<file path="src/rtl/cpu_fetch.sv">
// Instruction fetch stage: walks the instruction memory, assembles opcode plus
// optional trailing literal, and hands one complete instruction to execute.
module cpu_fetch #(
    parameter logic [15:0] RESET_ADDR = 16'h0000,
    parameter logic [7:0]  LIT_CODE   = 8'h1A
) (
    input  logic        clk,
    input  logic        rst,
    output logic [15:0] i_addr,
    input  logic [15:0] i_bus,
    output logic [15:0] instr,
    output logic [15:0] literal,
    output logic        has_literal,
    output logic [15:0] pc,
    output logic        instr_valid,
    input  logic        instr_ready,
    input  logic        jump,
    input  logic [15:0] jump_addr
);

    typedef enum logic [2:0] {
        OP_WAIT  = 3'd0,
        OP_CAP   = 3'd1,
        LIT_WAIT = 3'd2,
        LIT_CAP  = 3'd3,
        VALID    = 3'd4
    } state_t;

    state_t state;
    state_t state_nxt;
    logic   op_is_lit;
    logic   accept;

    assign op_is_lit = (i_bus[7:0] == LIT_CODE);
    assign accept    = (state == VALID) && instr_ready;

    always_comb begin
        state_nxt = state;
        case (state)
            OP_WAIT:  state_nxt = OP_CAP;
            OP_CAP:   state_nxt = op_is_lit ? LIT_WAIT : VALID;
            LIT_WAIT: state_nxt = LIT_CAP;
            LIT_CAP:  state_nxt = VALID;
            VALID:    state_nxt = instr_ready ? OP_WAIT : VALID;
            default:  state_nxt = OP_WAIT;
        endcase
        // A redirect discards whatever is in flight, including a presented instruction.
        if (jump)
            state_nxt = OP_WAIT;
    end

    always_ff @(posedge clk) begin
        if (rst) begin
            state       <= OP_WAIT;
            instr_valid <= 1'b0;
        end else begin
            state       <= state_nxt;
            instr_valid <= (state_nxt == VALID);
        end
    end

    always_ff @(posedge clk) begin
        if (rst) begin
            i_addr      <= RESET_ADDR;
            pc          <= RESET_ADDR;
            instr       <= 16'h0000;
            literal     <= 16'h0000;
            has_literal <= 1'b0;
        end else if (jump) begin
            i_addr <= jump_addr;
            pc     <= jump_addr;
        end else begin
            case (state)
                OP_CAP: begin
                    instr       <= i_bus;
                    has_literal <= op_is_lit;
                    pc          <= i_addr;
                    if (op_is_lit)
                        i_addr <= i_addr + 16'd1;
                end
                LIT_CAP: literal <= i_bus;
                VALID: begin
                    // Next address is derived from pc so it wraps modulo 2^16 like the PC itself.
                    if (accept)
                        i_addr <= pc + (has_literal ? 16'd2 : 16'd1);
                end
                default: ;
            endcase
        end
    end

endmodule

</file>
<file path="config.mk">
export PLATFORM = sky130hd
export DESIGN_NAME = cpu_fetch
export DESIGN_NICKNAME = d
export VERILOG_FILES = /design/src/rtl/cpu_fetch.sv
export SDC_FILE = /design/constraint.sdc
export NUM_CORES = 1
export LEC_CHECK = 0
export CAP_MARGIN = 20
export CORE_MARGIN = 3
export CORE_UTILIZATION = 51
export DETAILED_ROUTE_END_ITERATION = 10
export PLACE_DENSITY = 0.85
export SLEW_MARGIN = 0
export SYNTH_ARGS = -nofsm -noshare
export SYNTH_HDL_FRONTEND = slang
export SYNTH_SLANG_ARGS = --single-unit
</file>
<file path="constraint.sdc">
create_clock -name clk -period 4.6 [get_ports clk]
set_clock_uncertainty 0.2 [all_clocks]
set_input_delay 1.15 -clock clk [delete_from_list [all_inputs] [get_ports clk]]
set_output_delay 1.15 -clock clk [all_outputs]
set_load 0.02 [all_outputs]
</file>
### Word-level counts from Yosys, hierarchy flattened

Index checks and enable logic that the tools add are counted.
Widths: inputs -> output; s select.

* bits in registers: 69
* bits in latches: 0
* memory bits (writable): 0
* bits in read-only memories: 0
* output and inout port bits: 66
* logic and storage cells: 36
* memories kept: 0

* add/sub/neg operators: 2
* multipliers: 0
* divide/modulo/power cells: 0
* $lt $le $gt $ge: 0
* eq/ne operators: 8
* shift operators: 0
* multiplexer cells: 11
* bitwise logic cells: 1
* reductions and logical operators: 7

Operator list (count)
* $mux 16: 5
* $pmux 16 s2: 1
* $add 16x1->16 const B: 1
* $add 16x2->16: 1
* $pmux 3 s5: 1
* $mux 3: 3
* $eq 8x5->1 const B: 1
* $eq 3x2->1 const B: 2
* $eq 3x3->1 const B: 2
* $ne 3x3->1 const B: 2
* $reduce_and 2->1: 2
* $eq 3x1->1 const B: 1
* $logic_not 3->1: 1
* $reduce_and 3->1: 1
* $reduce_bool 3->1: 1
* $mux 2: 1
* $reduce_bool 2->1: 1
* $logic_and 1x1->1: 1
* $not 1->1: 1

### Longest topological paths before layout

Gate-level depths: netlist of run 1.

* depth after elaboration: 5
* gate-level depth with buffers: 9

### Worst setup path before layout of run 1

OpenSTA, ideal clock, no wires.

* path type: in2reg
* from: input i_bus[5]
* to: register i_addr[12]
* setup time: 0.092 ns
* arrival time: 2.377 ns
* path slack: 1.931 ns
* stages on the path: 5
* buffers on the path: 1
* path through: nor4b_1 a311oi_1 or3_1 clkbuf_1 o32ai_1

* cells in the longest elaborated chain, start to end: 3

Ends and longest elaborated chain
* start: declaration: RTL line 10 `input logic [15:0] i_bus,`
* $eq 8x5->1: RTL line 34 `assign op_is_lit = (i_bus[7:0] == LIT_CODE);`
* $ne 3x3->1 (no source line)
* $reduce_and 3->1 (no source line)
* end signal: assignment: RTL line 70 `i_addr <= jump_addr;`
* end signal: assignment: RTL line 79 `i_addr <= i_addr + 16'd1;`
* end signal: assignment: RTL line 85 `i_addr <= pc + (has_literal ? 16'd2 : 16'd1);`
* end: declaration: RTL line 9 `output logic [15:0] i_addr,`

Every way passes these cells.
A chain may end at the register's enable or synchronous reset.

### Worst setup path in the final report of run 1

* from: input i_bus[5]
* to: register i_addr[9]

The elaborated chain is that of the path after synthesis.

==> results by group, run 1 <==
Status
  – Result of the run: finished, final reports clean

Timing
  – RSZ-0062 raised after global routing: no
  – Slew Limit Headroom: 0.3290
  – Number of setup violations in the final report: 0
  – Final slew viol count: 0
  – Post-Route Setup TNS: 0 ns
  – Fmax: 0.2995 GHz
  – Final worst-path cycle share: 0.7258
  – Min Tclk post-route: 3.339 ns
  – Actual slew at the worst max-slew pin: 1.007 ns
  – Final Hold Viols: 0

Clock tree
  – Root Buffer: clkbuf_8
  – Clock latency at the later pin of the worst-skew pair: 0.35 ns
  – Post_cts resized: 0
  – CTS buffer count: 9
  – Max clock buf depth: 2
  – CTS Hold Buffers Added: 0
  – Clk pin slew, worst setup/hold paths: 0.08 ns
  – Htree depth: 3
  – Setup Buffers After CTS: 0
  – Clock sinks: 69
  – CTS tree: done

Worst setup path
  – R2R Path Start: has_literal
  – Critical Path Source Type: primary input
  – Required time worst endpoint: 4.65 ns
  – Worst EP arrival: 3.39 ns
  – Reg-to-reg slack, setup: 1.99 ns
  – Crit. End Element: flip-flop
  – Max Fanout on Critical Path: 11
  – Kind of critical path: primary input to flip-flop
  – CP startpoint: i_bus[5]

Floorplanning
  – Boundary Pins: 102
  – Horiz. Die Dim: 88.11 um
  – Die area: 7763 um^2
  – Initial Utilization: 0.5324
  – Num rows: 29
  – Core footprint: 6459 um^2
  – DIE HEIGHT: 88.11 um

Logic synthesis
  – Async set-reset flop share out of synthesis: 0
  – Synth Area per Inst: 7.540 um^2
  – Synth unique cells: 46
  – Post-Syn Area: 3438 um^2
  – Post-Synthesis Cells: 456
  – Predominant post-synthesis flop cell: dfxtp_1
  – Synth Register Bits: 69
  – Syn nets: 496
  – Seq/Total Area, Yosys: 0.4017
  – YS warnings: 0
  – Number of synthesized flops with an enable pin: 0

Final layout
  – Ant diodes: 0
  – Area Growth Syn to Fin: 35.33%
  – # nets final: 581
  – Post-Route Utilization: 0.7205
  – Fill cells: 532
  – Share of cells above drive strength 1: 0.05138
  – Most common cell after layout, fill and taps aside: clkdlybuf4s50_1
  – Most frequent cells in the layout: 99 x clkdlybuf4s50_1, 96 x nand2_1, 69 x dfxtp_1

Detailed routing
  – Via density per instance: 5.989
  – Post-route ant nets: 0
  – Number of DRC markers in iteration 0: 212
  – Post-route DRC: 0
  – DR vias: 3725
  – WL final: 10440 um
  – First drt pass iteration count: 5
  – Routed WL per cell: 16.78 um

Hold path
  – HP Class: flip-flop to flip-flop
  – Hold Path Origin: literal[2]

Power
  – Gate power share: 0.163
  – P_sw: 0.3969 mW
  – Pwr/cell area: 295.2 nW/um^2
  – Leak: 1.582 nW
  – Peak supply drop: 0.0001834 V
  – Sequential power share: 0.480
  – Clock share of power: 0.358
  – Int Pwr: 0.9767 mW
  – Sw Ratio: 0.2889

GRT
  – Global-route wire length before repair: 16370 um
  – Gr ovfl total: 0
  – All-Layer GR Usage: 0.2681
  – Vias in the first global route: 3434
  – Initial antenna violation count: 0
  – Largest net degree at the start of global routing: 58

Placed design
  – RePlAce Congestion: 0.9066
  – Detailed placer's ending HPWL: 7096 um
  – Port bufs: 101

Job
  – Max_cap viols: 0
==> logic make-up (layout without fill, tap and decap cells) <==
kind of cell	Yosys count	in the layout	share of synthesized area
xor gates and xnor gates	21	21	0.05349
AOI/OAI and AO/OA	131	131	0.2234
DFF	69	69	0.4017
muxes	5	5	0.01456
adders and majority gates	4	4	0.01674
buffers and inverters	39	128	0.04294
and+or+nand+nor	187	187	0.2471
==> routing by layer <==
layer  up-vias  global-route usage  wire, um
met4         0              0.1099       193
met5         -                   0         0
met2       160              0.4370      5087
li1       1777                   -         -
met1      1771              0.3547      4482
met3        17             0.04233       671
==> power by group through the flow <==
stage | clock network [mW] | registers, mW | logic, mW
floorplan | 0 | 0.691 | 0.0931
global placement | 0 | 0.670 | 0.216
detailed placement | 0 | 0.671 | 0.221
CTS | 0.490 | 0.658 | 0.224
global route | 0.517 | 0.663 | 0.241
finish | 0.491 | 0.659 | 0.224
==> synthesized netlist by cell type, types with 10 or more instances <==
| master | count | share of area |
|---|---|---|
| a21oi_1 | 68 | 0.099 |
| a22oi_1 | 11 | 0.024 |
| clkbuf_1 | 28 | 0.031 |
| dfxtp_1 | 69 | 0.40 |
| nand2_1 | 96 | 0.10 |
| nand3_1 | 12 | 0.017 |
| nor2_1 | 34 | 0.037 |
| nor3_1 | 10 | 0.015 |
| nor4_1 | 10 | 0.018 |
| o21ai_0 | 22 | 0.032 |
| xnor2_1 | 11 | 0.028 |
| xor2_1 | 10 | 0.025 |
==> metrics by stage <==
stage | hold slack (ns) | std cells | area (um^2) | power (mW) | setup slack, ns
global route | 0.2799 | 622 | 4653 | 1.420 | 1.116
detailed placement | 0.2453 | 607 | 4464 | 0.8922 | 0.9386
finish | 0.2563 | 622 | 4653 | 1.374 | 1.261
CTS | 0.2595 | 622 | 4653 | 1.372 | 1.249
global placement | 0.2420 | 607 | 4464 | 0.8863 | 1.047
floorplan | 0.3208 | 456 | 3438 | 0.7836 | 1.931
==> critical path, stage by stage <==
cell and delay [ns]:
clkdlybuf4s50_1 0.45, nor4b_1 0.57, a311oi_2 0.20, buf_4 0.23, or3_1 0.45, o32ai_1 0.33
==> registers in the layout (all words and copies together), names as in the netlist <==
signal	cells
state	3
instr	16
pc	16
literal	16
instr_valid	1
i_addr	16
has_literal	1
==> path summary, 6_finish.rpt <==
check | endpoint | depth (start not counted)
worst min-delay path | literal[2] | 2
worst min register to register | literal[2] | 2
worst max-delay path | i_addr[9] | 6
worst max register to register | i_addr[12] | 9
==> layout make-up <==
type	count	area (um^2)	share of cell area
multi-input cells	348	1926	0.4138
clock inverters	6	65.06	0.01398
clock buffers	9	123.9	0.02662
well taps	77	96.34	0.02070
inverters	8	30.03	0.006453
repair buffers	105	1031	0.2216
flip-flops and latches	69	1381	0.2969
Note: power is estimated with default switching activity, not from simulation.
==> run 2, diff against run 1 <==
CORE_UTILIZATION = 47   (was 51)
PLACE_DENSITY = 0.8   (was 0.85)
clock period = 3.1 ns   (was 4.6 ns; I/O delays follow)
==> run 2 against run 1 <==
  * Flip-flop and latch count unchanged
  * Utilization shrank 3.4 points
  * Die area grew 7.9%
  * Hold slack better by 0.00067 ns
  * Global-route usage shrank 0.67 points
  * Cell area is 2.5% higher
  * Combinational power is 51% higher
  * Register-to-register slack lost 1.6 ns
  * Setup slack worse by 1.0 ns
  * Clock power rose by 76%
  * Critical path depth unchanged
  * Largest power group unchanged
  * Via count rose by 0.48%
==> results by group, run 2 (same netlist as run 1, synthesis figures left out) <==
Status
  – Result of the run: finished, final reports clean (unchanged)

Final layout
  – Share of cells above drive strength 1: 0.06329 (was 0.05138)
  – Area Growth Syn to Fin: 38.68% (was 35.33%)
  – Ant diodes: 0 (unchanged)
  – Most frequent cells in the layout: 99 x clkdlybuf4s50_1, 96 x nand2_1, 69 x dfxtp_1 (unchanged)
  – Post-Route Utilization: 0.6867 (was 0.7205)
  – Final instance area: 4768 um^2 (was 4653 um^2)
  – Post-route insts no fill: 649 (was 622)
  – Most common cell after layout, fill and taps aside: clkdlybuf4s50_1 (unchanged)
  – # nets final: 588 (was 581)

GRT
  – GRT met3 Usage: 0.05468 (was 0.04233)
  – Global-route wire length before repair: 17710 um (was 16370 um)
  – Grt peak-use layer: met2 (unchanged)
  – M2 GR Usage: 0.4181 (was 0.4370)
  – All-Layer GR Usage: 0.2613 (was 0.2681)
  – Largest net degree at the start of global routing: 37 (was 58)
  – Initial antenna violation count: 0 (unchanged)
  – Gr ovfl total: 0 (unchanged)
  – Met1 Resource Use GR: 0.3433 (was 0.3547)
  – Vias in the first global route: 3508 (was 3434)

Floorplanning
  – Horiz. Die Dim: 91.53 um (was 88.11 um)
  – DIE HEIGHT: 91.53 um (was 88.11 um)
  – Core footprint: 6944 um^2 (was 6459 um^2)
  – Boundary Pins: 102 (unchanged)
  – Die area: 8378 um^2 (was 7763 um^2)
  – Initial Utilization: 0.4951 (was 0.5324)
  – Num rows: 30 (was 29)

Timing
  – Actual slew at the worst max-slew pin: 0.8623 ns (was 1.007 ns)
  – Number of setup violations in the final report: 0 (unchanged)
  – Final Hold Viols: 0 (unchanged)
  – Worst hold slack: 0.2570 ns (was 0.2563 ns)
  – Final slew viol count: 0 (unchanged)
  – Slew Limit Headroom: 0.4243 (was 0.3290)
  – Final worst-path cycle share: 0.9184
  – RSZ-0062 raised after global routing: no (unchanged)
  – Final WS setup: 0.2530 ns (was 1.261 ns)
  – Fmax: 0.3513 GHz
  – Min Tclk post-route: 2.847 ns
  – Post-Route Setup TNS: 0 ns (unchanged)

Worst setup path
  – Worst EP arrival: 2.90 ns (was 3.39 ns)
  – Max incr delay on CP: 0.51 ns (was 0.57 ns)
  – Crit. End Element: flip-flop (unchanged)
  – Critical Path Source Type: primary input (unchanged)
  – R2R depth: 9 (unchanged)
  – Top cell family by delay on the critical path: simple AND/OR/NAND/NOR gates (unchanged)
  – Slowest CP cell: clkdlybuf4s50_1 (was nor4b_1)
  – Kind of critical path: primary input to flip-flop (unchanged)
  – Max Fanout on Critical Path: 7 (was 11)
  – R2R Path Start: has_literal (unchanged)
  – FF-to-FF End: i_addr[14] (was i_addr[12])
  – Crit-path cells: clkdlybuf4s50_1 -> nor4bb_1 -> buf_4 -> a311oi_2 -> or3_1 -> o32ai_1 (was clkdlybuf4s50_1 -> nor4b_1 -> a311oi_2 -> buf_4 -> or3_1 -> o32ai_1)
  – Reg-to-reg slack, setup: 0.43 ns (was 1.99 ns)
  – Required time worst endpoint: 3.15 ns (was 4.65 ns)
  – Buffers and inverters on the worst path: 2 (unchanged)

Power
  – Pwr/cell area: 457.5 nW/um^2 (was 295.2 nW/um^2)
  – Peak supply drop: 0.0002363 V (was 0.0001834 V)
  – Leak: 1.632 nW (was 1.582 nW)
  – Pwr Total: 2.181 mW (was 1.374 mW)

Clock tree
  – CTS Hold Buffers Added: 0 (unchanged)
  – Clk pin slew, worst setup/hold paths: 0.08 ns (about the same)
  – Max clock buf depth: 2 (unchanged)
  – Htree depth: 3 (unchanged)
  – Clock latency at the later pin of the worst-skew pair: 0.36 ns (was 0.35 ns)
  – CTS tree: done (unchanged)
  – CTS buffer count: 9 (unchanged)
  – Root Buffer: clkbuf_8 (unchanged)
  – Clock sinks: 69 (unchanged)
  – Post_cts resized: 0 (unchanged)
  – Setup Buffers After CTS: 0 (unchanged)

Detailed routing
  – Via density per instance: 5.767 (was 5.989)
  – WL final: 11000 um (was 10440 um)
  – Post-route ant nets: 0 (unchanged)
  – First drt pass iteration count: 5 (unchanged)
  – Post-route DRC: 0 (unchanged)
  – Routed WL per cell: 16.95 um (was 16.78 um)
  – Number of DRC markers in iteration 0: 246 (was 212)
  – DR vias: 3743 (was 3725)

Placed design
  – Detailed placer's ending HPWL: 7466 um (was 7096 um)
  – RePlAce Congestion: 0.9255 (was 0.9066)
  – Port bufs: 101 (unchanged)
  – Placement Cell Area: 4528 um^2 (was 4464 um^2)
  – Worst slack at placement: 0.06197 ns (was 0.9386 ns)
  – Placed cell count: 632 (was 607)

Hold path
  – Hold Path Depth: 2 (unchanged)
  – Worst hold endpoint: literal[1] (was literal[2])
  – HP Class: flip-flop to flip-flop (unchanged)
  – Hold Path Origin: literal[1] (was literal[2])

Job
  – Max_cap viols: 0 (unchanged)
==> run 2: how the worst max path moves through the flow <==
stage,start,endpoint,slack (ns),depth (start not counted)
global route,i_bus[3],i_addr[9],0.21,6
detailed placement,i_bus[3],i_addr[8],0.06,6
finish,i_bus[3],i_addr[8],0.25,6
CTS,i_bus[3],i_addr[8],0.34,6
floorplan,has_literal,i_addr[12],0.73,9
global placement,i_bus[3],i_addr[8],0.14,6
==> run 2: tightest hold or removal path: stages (launching register included) <==
cell	delay, ns
dfxtp_1	0.31
nand2_1	0.05
a21oi_1	0.05
==> run 2: report_power, final <==
group          switching (mW)  internal, mW
clock network           0.396         0.467
logic                   0.175         0.165
registers              0.0568         0.922
total                   0.628          1.55
==> run 2: layout make-up <==
cell class / count / area, um^2
fillers: 575 / 2176
multi-input cells: 348 / 1921
flip-flops and latches: 69 / 1381
repair buffers: 112 / 1087
clock buffers: 9 / 123.9
well taps: 96 / 120.1
clock inverters: 7 / 105.1
inverters: 8 / 30.03
==> run 2: per-layer routing <==
layer | vias up | routed length, um
met2 | 162 | 5381
met3 | 22 | 843
met1 | 1775 | 4575
met4 | 0 | 199
met5 | - | 0
li1 | 1784 | -
